--- config.mk ---
export PLATFORM = sky130hd
export DESIGN_NAME = bus_arbiter_ctrl
export DESIGN_NICKNAME = d
export VERILOG_FILES = /design/src/rtl/pistorm_pkg.sv /design/src/rtl/arb_timeout_cnt.sv /design/src/rtl/bus_arbiter_ctrl.sv
export SDC_FILE = /design/constraint.sdc
export NUM_CORES = 1
export LEC_CHECK = 0
export ABC_AREA = 1
export CAP_MARGIN = 20
export CORE_MARGIN = 4
export CORE_UTILIZATION = 35
export DETAILED_ROUTE_END_ITERATION = 12
export GPL_TIMING_DRIVEN = 0
export PLACE_DENSITY = 0.58
export REMOVE_ABC_BUFFERS = 1
export SLEW_MARGIN = 0
export SYNTH_ARGS = -nofsm -noshare
export SYNTH_HDL_FRONTEND = slang
export SYNTH_SLANG_ARGS = --single-unit
--- constraint.sdc ---
create_clock -name sys_clk -period 1.8 [get_ports sys_clk]
set_input_delay 0.36 -clock sys_clk [delete_from_list [all_inputs] [get_ports sys_clk]]
set_output_delay 0.36 -clock sys_clk [all_outputs]
set_load 0.05 [all_outputs]
--- src/rtl/pistorm_pkg.sv ---
// -----------------------------------------------------------------------------
// pistorm_pkg
// Shared definitions for the PiStorm bus interface blocks.
//   - Arbiter state encoding and the width of the arb_state status field.
//   - Pi-side register map constants (register addresses and status bits).
//   - Small decode helpers mapping an arbiter state to the bus pins it drives.
// -----------------------------------------------------------------------------
package pistorm_pkg;

    // Width of the arbiter state field exported to the Pi status register.
    localparam int ARB_STATE_W = 3;

    // Arbiter states. Code 3'd7 is unused and recovers to ARB_IDLE.
    typedef enum logic [ARB_STATE_W-1:0] {
        ARB_IDLE      = 3'd0,
        ARB_REQ       = 3'd1,
        ARB_WAIT_FREE = 3'd2,
        ARB_ACK       = 3'd3,
        ARB_OWN       = 3'd4,
        ARB_REL       = 3'd5,
        ARB_HOLDOFF   = 3'd6
    } arb_state_e;

    // Pi register map (register select on the Pi side of the bridge).
    localparam logic [2:0] PI_REG_DATA_LO  = 3'd0;
    localparam logic [2:0] PI_REG_DATA_HI  = 3'd1;
    localparam logic [2:0] PI_REG_ADDR_LO  = 3'd2;
    localparam logic [2:0] PI_REG_ADDR_HI  = 3'd3;
    localparam logic [2:0] PI_REG_STATUS   = 3'd4;
    localparam logic [2:0] PI_REG_CONTROL  = 3'd5;

    // Status register bit positions.
    localparam int PI_STATUS_ARB_LSB   = 0;
    localparam int PI_STATUS_OWNED     = 3;
    localparam int PI_STATUS_TIMEOUT   = 4;

    // Control register bit positions.
    localparam int PI_CONTROL_ACQ_REQ  = 0;

    // nBR is asserted while asking for the bus and until ownership is taken.
    function automatic logic arb_drives_br(input arb_state_e s);
        return (s == ARB_REQ) || (s == ARB_WAIT_FREE) || (s == ARB_ACK);
    endfunction

    // nBGACK is asserted from acknowledge until the bus is handed back.
    function automatic logic arb_drives_bgack(input arb_state_e s);
        return (s == ARB_ACK) || (s == ARB_OWN) || (s == ARB_REL);
    endfunction

    // The access engine may only start cycles while the bus is owned.
    function automatic logic arb_is_owned(input arb_state_e s);
        return (s == ARB_OWN);
    endfunction

endpackage

--- src/rtl/arb_timeout_cnt.sv ---
// -----------------------------------------------------------------------------
// arb_timeout_cnt
// Saturating event counter used by the bus arbiter to bound how many 68k
// clock falling edges it waits for a grant or for the bus to go quiet.
// Ports:
//   clk      in   system clock, rising edge
//   reset    in   synchronous active-high reset, clears the count
//   clear    in   synchronous clear of the count
//   enable   in   count one event this cycle
//   expired  out  the count after the current event reaches LIMIT
//                 (combinational look-ahead, valid regardless of enable)
// -----------------------------------------------------------------------------
module arb_timeout_cnt #(
    parameter int          CNT_W = 16,
    parameter int unsigned LIMIT = 1024
) (
    input  logic clk,
    input  logic reset,
    input  logic clear,
    input  logic enable,
    output logic expired
);

    localparam logic [CNT_W-1:0] CNT_MAX = {CNT_W{1'b1}};
    localparam logic [CNT_W-1:0] CNT_ONE = {{(CNT_W-1){1'b0}}, 1'b1};

    logic [CNT_W-1:0] cnt_q;
    logic [CNT_W-1:0] cnt_d;
    logic [CNT_W-1:0] cnt_inc_s;

    // Saturating increment and look-ahead limit comparison.
    always_comb begin
        if (cnt_q == CNT_MAX) begin
            cnt_inc_s = cnt_q;
        end else begin
            cnt_inc_s = cnt_q + CNT_ONE;
        end
        // Compare at 32 bits so LIMIT may exceed the counter range: a
        // saturated counter below LIMIT never expires.
        expired = (32'(cnt_inc_s) >= 32'(LIMIT));
    end

    // Next count: clear wins over counting.
    always_comb begin
        if (clear) begin
            cnt_d = {CNT_W{1'b0}};
        end else if (enable) begin
            cnt_d = cnt_inc_s;
        end else begin
            cnt_d = cnt_q;
        end
    end

    // Count register with synchronous reset.
    always_ff @(posedge clk) begin
        if (reset) begin
            cnt_q <= {CNT_W{1'b0}};
        end else begin
            cnt_q <= cnt_d;
        end
    end

endmodule

--- src/rtl/bus_arbiter_ctrl.sv ---
// -----------------------------------------------------------------------------
// bus_arbiter_ctrl
// 68000 bus-master arbitration for the PiStorm bridge. Requests the bus with
// nBR, waits for nBG and a quiet bus, takes it with nBGACK, and hands it back
// once the Pi drops its request and the access engine is idle. Gives up with
// a timeout pulse when the grant or quiescence takes too many 68k clocks.
// Ports:
//   sys_clk                   in   sole clock, rising edge
//   reset                     in   synchronous active-high reset
//   mc_clk_rising/_falling    in   one-cycle strobes at 68k clock edges
//   acq_req                   in   Pi request for bus mastership (level)
//   bg_n_sync, as_n_sync,
//   dtack_n_sync, bgack_n_sync,
//   reset_n_sync              in   synchronized active-low 68k bus inputs
//   eng_busy                  in   access engine is mid-cycle
//   br_drive                  out  drive nBR low
//   bgack_drive               out  drive nBGACK low
//   owned                     out  access engine may start cycles
//   timeout                   out  one-cycle pulse on arbitration timeout
//   arb_state                 out  current state code for the Pi status reg
// -----------------------------------------------------------------------------
module bus_arbiter_ctrl
    import pistorm_pkg::*;
#(
    parameter int TIMEOUT_MC = 1024,
    parameter int CNT_W      = 16
) (
    input  logic                   sys_clk,
    input  logic                   reset,
    input  logic                   mc_clk_rising,
    input  logic                   mc_clk_falling,
    input  logic                   acq_req,
    input  logic                   bg_n_sync,
    input  logic                   as_n_sync,
    input  logic                   dtack_n_sync,
    input  logic                   bgack_n_sync,
    input  logic                   reset_n_sync,
    input  logic                   eng_busy,
    output logic                   br_drive,
    output logic                   bgack_drive,
    output logic                   owned,
    output logic                   timeout,
    output logic [ARB_STATE_W-1:0] arb_state
);

    arb_state_e state_q;
    arb_state_e state_d;
    logic       br_drive_q;
    logic       br_drive_d;
    logic       bgack_drive_q;
    logic       bgack_drive_d;
    logic       owned_q;
    logic       owned_d;
    logic       timeout_q;
    logic       timeout_d;

    logic       cnt_clear_s;
    logic       cnt_en_s;
    logic       cnt_expired_s;
    logic       bus_quiet_s;
    logic       advance_s;
    arb_state_e advance_to_s;

    // No other master holds the bus and no cycle is in flight.
    assign bus_quiet_s = as_n_sync & dtack_n_sync & bgack_n_sync;

    arb_timeout_cnt #(
        .CNT_W (CNT_W),
        .LIMIT (TIMEOUT_MC)
    ) u_timeout_cnt (
        .clk     (sys_clk),
        .reset   (reset),
        .clear   (cnt_clear_s),
        .enable  (cnt_en_s),
        .expired (cnt_expired_s)
    );

    // Advance condition and target for the two waiting states.
    always_comb begin
        if (state_q == ARB_REQ) begin
            advance_s    = ~bg_n_sync;
            advance_to_s = ARB_WAIT_FREE;
        end else begin
            advance_s    = bus_quiet_s;
            advance_to_s = ARB_ACK;
        end
    end

    // Next-state logic; bus pins are decoded from the next state so that
    // every output changes on the same edge as the state it belongs to.
    always_comb begin
        state_d     = state_q;
        timeout_d   = 1'b0;
        cnt_clear_s = 1'b0;
        cnt_en_s    = 1'b0;
        if (!reset_n_sync) begin
            // 68k bus reset abandons everything, even an engine cycle.
            state_d = ARB_IDLE;
        end else begin
            case (state_q)
                ARB_IDLE: begin
                    cnt_clear_s = 1'b1;
                    if (acq_req && mc_clk_rising) begin
                        state_d = ARB_REQ;
                    end else begin
                        state_d = ARB_IDLE;
                    end
                end
                ARB_REQ, ARB_WAIT_FREE: begin
                    if (!acq_req) begin
                        state_d = ARB_IDLE;
                    end else if (mc_clk_falling) begin
                        // An advancing edge beats a simultaneous timeout.
                        if (advance_s) begin
                            state_d = advance_to_s;
                        end else begin
                            cnt_en_s = 1'b1;
                            if (cnt_expired_s) begin
                                state_d   = ARB_HOLDOFF;
                                timeout_d = 1'b1;
                            end else begin
                                state_d = state_q;
                            end
                        end
                    end else begin
                        state_d = state_q;
                    end
                end
                ARB_ACK: begin
                    // A dropped request is honoured only after OWN is reached.
                    if (mc_clk_rising) begin
                        state_d = ARB_OWN;
                    end else begin
                        state_d = ARB_ACK;
                    end
                end
                ARB_OWN: begin
                    if (!acq_req) begin
                        state_d = ARB_REL;
                    end else begin
                        state_d = ARB_OWN;
                    end
                end
                ARB_REL: begin
                    if (mc_clk_rising && !eng_busy) begin
                        state_d = ARB_IDLE;
                    end else begin
                        state_d = ARB_REL;
                    end
                end
                ARB_HOLDOFF: begin
                    // No automatic retry: the Pi must withdraw the request.
                    if (!acq_req) begin
                        state_d = ARB_IDLE;
                    end else begin
                        state_d = ARB_HOLDOFF;
                    end
                end
                default: begin
                    state_d = ARB_IDLE;
                end
            endcase
        end
        br_drive_d    = arb_drives_br(state_d);
        bgack_drive_d = arb_drives_bgack(state_d);
        owned_d       = arb_is_owned(state_d);
    end

    // Arbiter state and registered outputs.
    always_ff @(posedge sys_clk) begin
        if (reset) begin
            state_q       <= ARB_IDLE;
            br_drive_q    <= 1'b0;
            bgack_drive_q <= 1'b0;
            owned_q       <= 1'b0;
            timeout_q     <= 1'b0;
        end else begin
            state_q       <= state_d;
            br_drive_q    <= br_drive_d;
            bgack_drive_q <= bgack_drive_d;
            owned_q       <= owned_d;
            timeout_q     <= timeout_d;
        end
    end

    assign br_drive    = br_drive_q;
    assign bgack_drive = bgack_drive_q;
    assign owned       = owned_q;
    assign timeout     = timeout_q;
    assign arb_state   = state_q;

endmodule

==> flow_metrics.env <==
export IMPL_status="finished with violations"
export IMPL_violations="negative setup slack"
export IMPL_seq_area_frac_synth=0.3242
export IMPL_drv_slew=0
export IMPL_clk_pin_slew_ps=80
export IMPL_tritoncts="yes"
export IMPL_core_area_um2=3799
export IMPL_holdCritStartpoint="u_timeout_cnt.cnt_q[0]"
export IMPL_fmax_mhz=553.0
export IMPL_relSlewSlack=0.6642
export IMPL_p_total_w=0.0009049
export IMPL_rr_endpoint="bgack_drive"
export IMPL_layout_setup_ws_ps=-8.163
export IMPL_critPathBufInv=0
export IMPL_yosysTopAreaCell="dfxtp_1"
export IMPL_crit_family="simple AND/OR/NAND/NOR gates"
export IMPL_yosysWarnings=0
export IMPL_clk_latency_ps=270
export IMPL_postRouteAntennaNets=0
export IMPL_cp_required_ps=1960
export IMPL_timing_final_crit_period_ps=1808
export IMPL_grt_use_total=0.1463
export IMPL_p_per_area_nw_per_um2=419.5
export IMPL_worstPathCellList="nand2_4 > nor2_4 > nand2_1 > o21ai_2 > nand2_1 > nor2_4 > nand3_4 > o21ai_2 > nand2_2 > nand3_2 > o21ai_1"
export IMPL_syn_area_um2=1420
export IMPL_drive_gt1_frac=0.3977
export IMPL_synth_edf_count=0
export IMPL_hold_path_endpoint="u_timeout_cnt.cnt_q[0]"
export IMPL_antenna_found_initial=0
export IMPL_drc=0
export IMPL_synth_ff_type="dfxtp_1"
export IMPL_rrSetupSlack_ps=-8
export IMPL_skew_ps=11.34
export IMPL_grt_pass1_vias=1448
export IMPL_start_util=0.3738
export IMPL_ys_async_sr_fraction=0
export IMPL_yosys_area_top_type_share=0.3242
export IMPL_p_leak_nw=0.9162
export IMPL_ctsHoldBuffers=0
export IMPL_cpMaxStageDelayCell="dfxtp_2"
export IMPL_viasPerCell=5.228
export IMPL_die_width_um=71.70
export IMPL_port_buffers=17
export IMPL_wire_per_inst_um=13.61
export IMPL_setup_viol=2
export IMPL_hold_path_class="register to register"
export IMPL_area_delta_synth_final_pct=51.89
export IMPL_synth_cell_types=31
export IMPL_path_class="register to register"
export IMPL_worstHoldPathCells=1
export IMPL_final_area_um2=2157
export IMPL_synthCells=214
export IMPL_nFillCells=363
export IMPL_cts_sinks=23
export IMPL_drt_iter0_drc=75
export IMPL_placed_cells_incl_taps=279
export IMPL_finalHoldViolations=0
export IMPL_routabilityCongestion=0.8010
export IMPL_worstMarginPinSlew_ps=502.8
export IMPL_grt_max_degree=14
export IMPL_vias=1605
export IMPL_synth_area_leaders="dfxtp_1 (32%), nand2_1 (11%), nor2_1 (8.5%)"
export IMPL_clk_path_buf_depth=2
export IMPL_cts_buffers=3
export IMPL_post_place_ws_ps=-622.1
export IMPL_h_tree_depth=1
export IMPL_stdcell_count=307
export IMPL_dieArea_um2=5141
export IMPL_cts_root_buf="clkbuf_8"
export IMPL_maxCapViolCount=0
export IMPL_antenna_cells=0
export IMPL_nNetsFinal=272
export IMPL_place_hpwl_um=2597
export IMPL_most_common_layout_cells="nand2_1 (28), nor2_1 (26), inv_1 (24)"
export IMPL_final_common_cell="nand2_1"
export IMPL_wl_um=4179
export IMPL_rsz0062_at_grt="true"
export IMPL_placed_cell_area_um2=1650
export IMPL_endpoint_kind="register"
export IMPL_ios=18
export IMPL_drt_first_pass_iters=5
export IMPL_synth_avg_cell_area_um2=6.636
export IMPL_vdd_drop_max_uv=378.6
export IMPL_r2r_start="u_timeout_cnt.cnt_q[4]"
export IMPL_setup_worst_path_start_class="register"
export IMPL_post_route_util=0.5679
export IMPL_rows=22
export IMPL_ys_ff_latch=23
export IMPL_overflow=0
export IMPL_r2r_worst_path_cells=11
export IMPL_critical_path_max_stage_delay_ps=390
export IMPL_period_share=1.005
export IMPL_grt_pass1_wl_um=6251
export IMPL_crit_path_max_fanout=4
export IMPL_die_h_um=71.70
export IMPL_worst_ep_arrival_time_ps=1970
## timing repair
item | CTS | global route
buffers inserted | 13 | 11
pin swaps | 16 | 24
gates resized for setup | 47 | 46
endpoints found under the setup margin | 24 | 23
cloned | 0 | 0
## area by class of cell
| class | count | area [um^2] | area share |
|---|---|---|---|
| Clock buffer | 3 | 41.29 | 0.01914 |
| Clock inverter | 1 | 5.005 | 0.002320 |
| Inverter | 32 | 122.6 | 0.05684 |
| Multi-Input combinational cell | 159 | 1076 | 0.4988 |
| Sequential cell | 23 | 501.7 | 0.2326 |
| Tap cell | 48 | 60.06 | 0.02784 |
| Timing Repair Buffer | 41 | 350.3 | 0.1624 |
## cell usage after synthesis (4+ instances only)
library cell and count:
nor2_1 32, dfxtp_1 23, a21oi_1 11, nand2_1 42
inv_1 26, o21ai_0 6, o21ai_1 5, inv_2 6
nand4_1 6, nand3_1 20, nor3_1 5, nor3_2 4
## worst register-to-register path, stage by stage, from the launching register on
cell	delay [ps]
dfxtp_2	390
nand2_4	110
nor2_4	150
nand2_1	100
o21ai_2	190
nand2_1	110
nor2_4	150
nand3_4	100
o21ai_2	140
nand2_2	90
nand3_2	100
o21ai_1	70
## sequential cells by signal, indices dropped and copies added (netlist names)
register,cells
br_drive,1
bgack_drive,1
arb_state,3
owned,1
u_timeout_cnt.cnt_q,16
timeout,1
## routing by layer
metal  vias to the layer above  share of wire  GRT usage  wire [um]
li1                        803              -          -          -
met1                       742           0.43     0.1985       1812
met2                        58           0.51     0.2388       2121
met3                         2          0.054    0.03226        227
met4                         0         0.0043    0.02714         18
met5                         -              0          0          0
## where the power goes
group	internal [W]	switching [W]	leakage [nW]
logic	0.0000341	0.0000469	0.695
registers	0.000497	0.00000197	0.196
clock network	0.000155	0.000170	0.0255
## cells by family after synthesis
kind of cell             synth area share
adder cells (fa/ha/maj)          0.008809
XOR/XNOR                          0.01234
flip-flops                         0.3242
buffers and inverters             0.08458
AO/OA/AOI/OAI                      0.1242
AND/OR/NAND/NOR                    0.4458
## worst max-delay path by stage
stage / slack [ps] / startpoint / endpoint / depth (start not counted)
after global routing: -160 / u_timeout_cnt.cnt_q[0] / bgack_drive / 11
after floorplan: -310 / arb_state[1] / u_timeout_cnt.cnt_q[8] / 11
after detailed placement: -620 / reset_n_sync / u_timeout_cnt.cnt_q[8] / 8
final: -8 / u_timeout_cnt.cnt_q[4] / bgack_drive / 11
after global placement: -640 / reset_n_sync / u_timeout_cnt.cnt_q[8] / 8
after CTS: -60 / arb_state[1] / u_timeout_cnt.cnt_q[7] / 12
## per-stage QoR
stage	hold WS, ps	setup TNS (ps)
after global routing	487.7	-1331
after CTS	470.7	-328.2
after detailed placement	493.0	-8946
after floorplan	443.6	-2044
after global placement	470.7	-9081
final	472.3	-13.32
(Power assumes the default switching activity.)
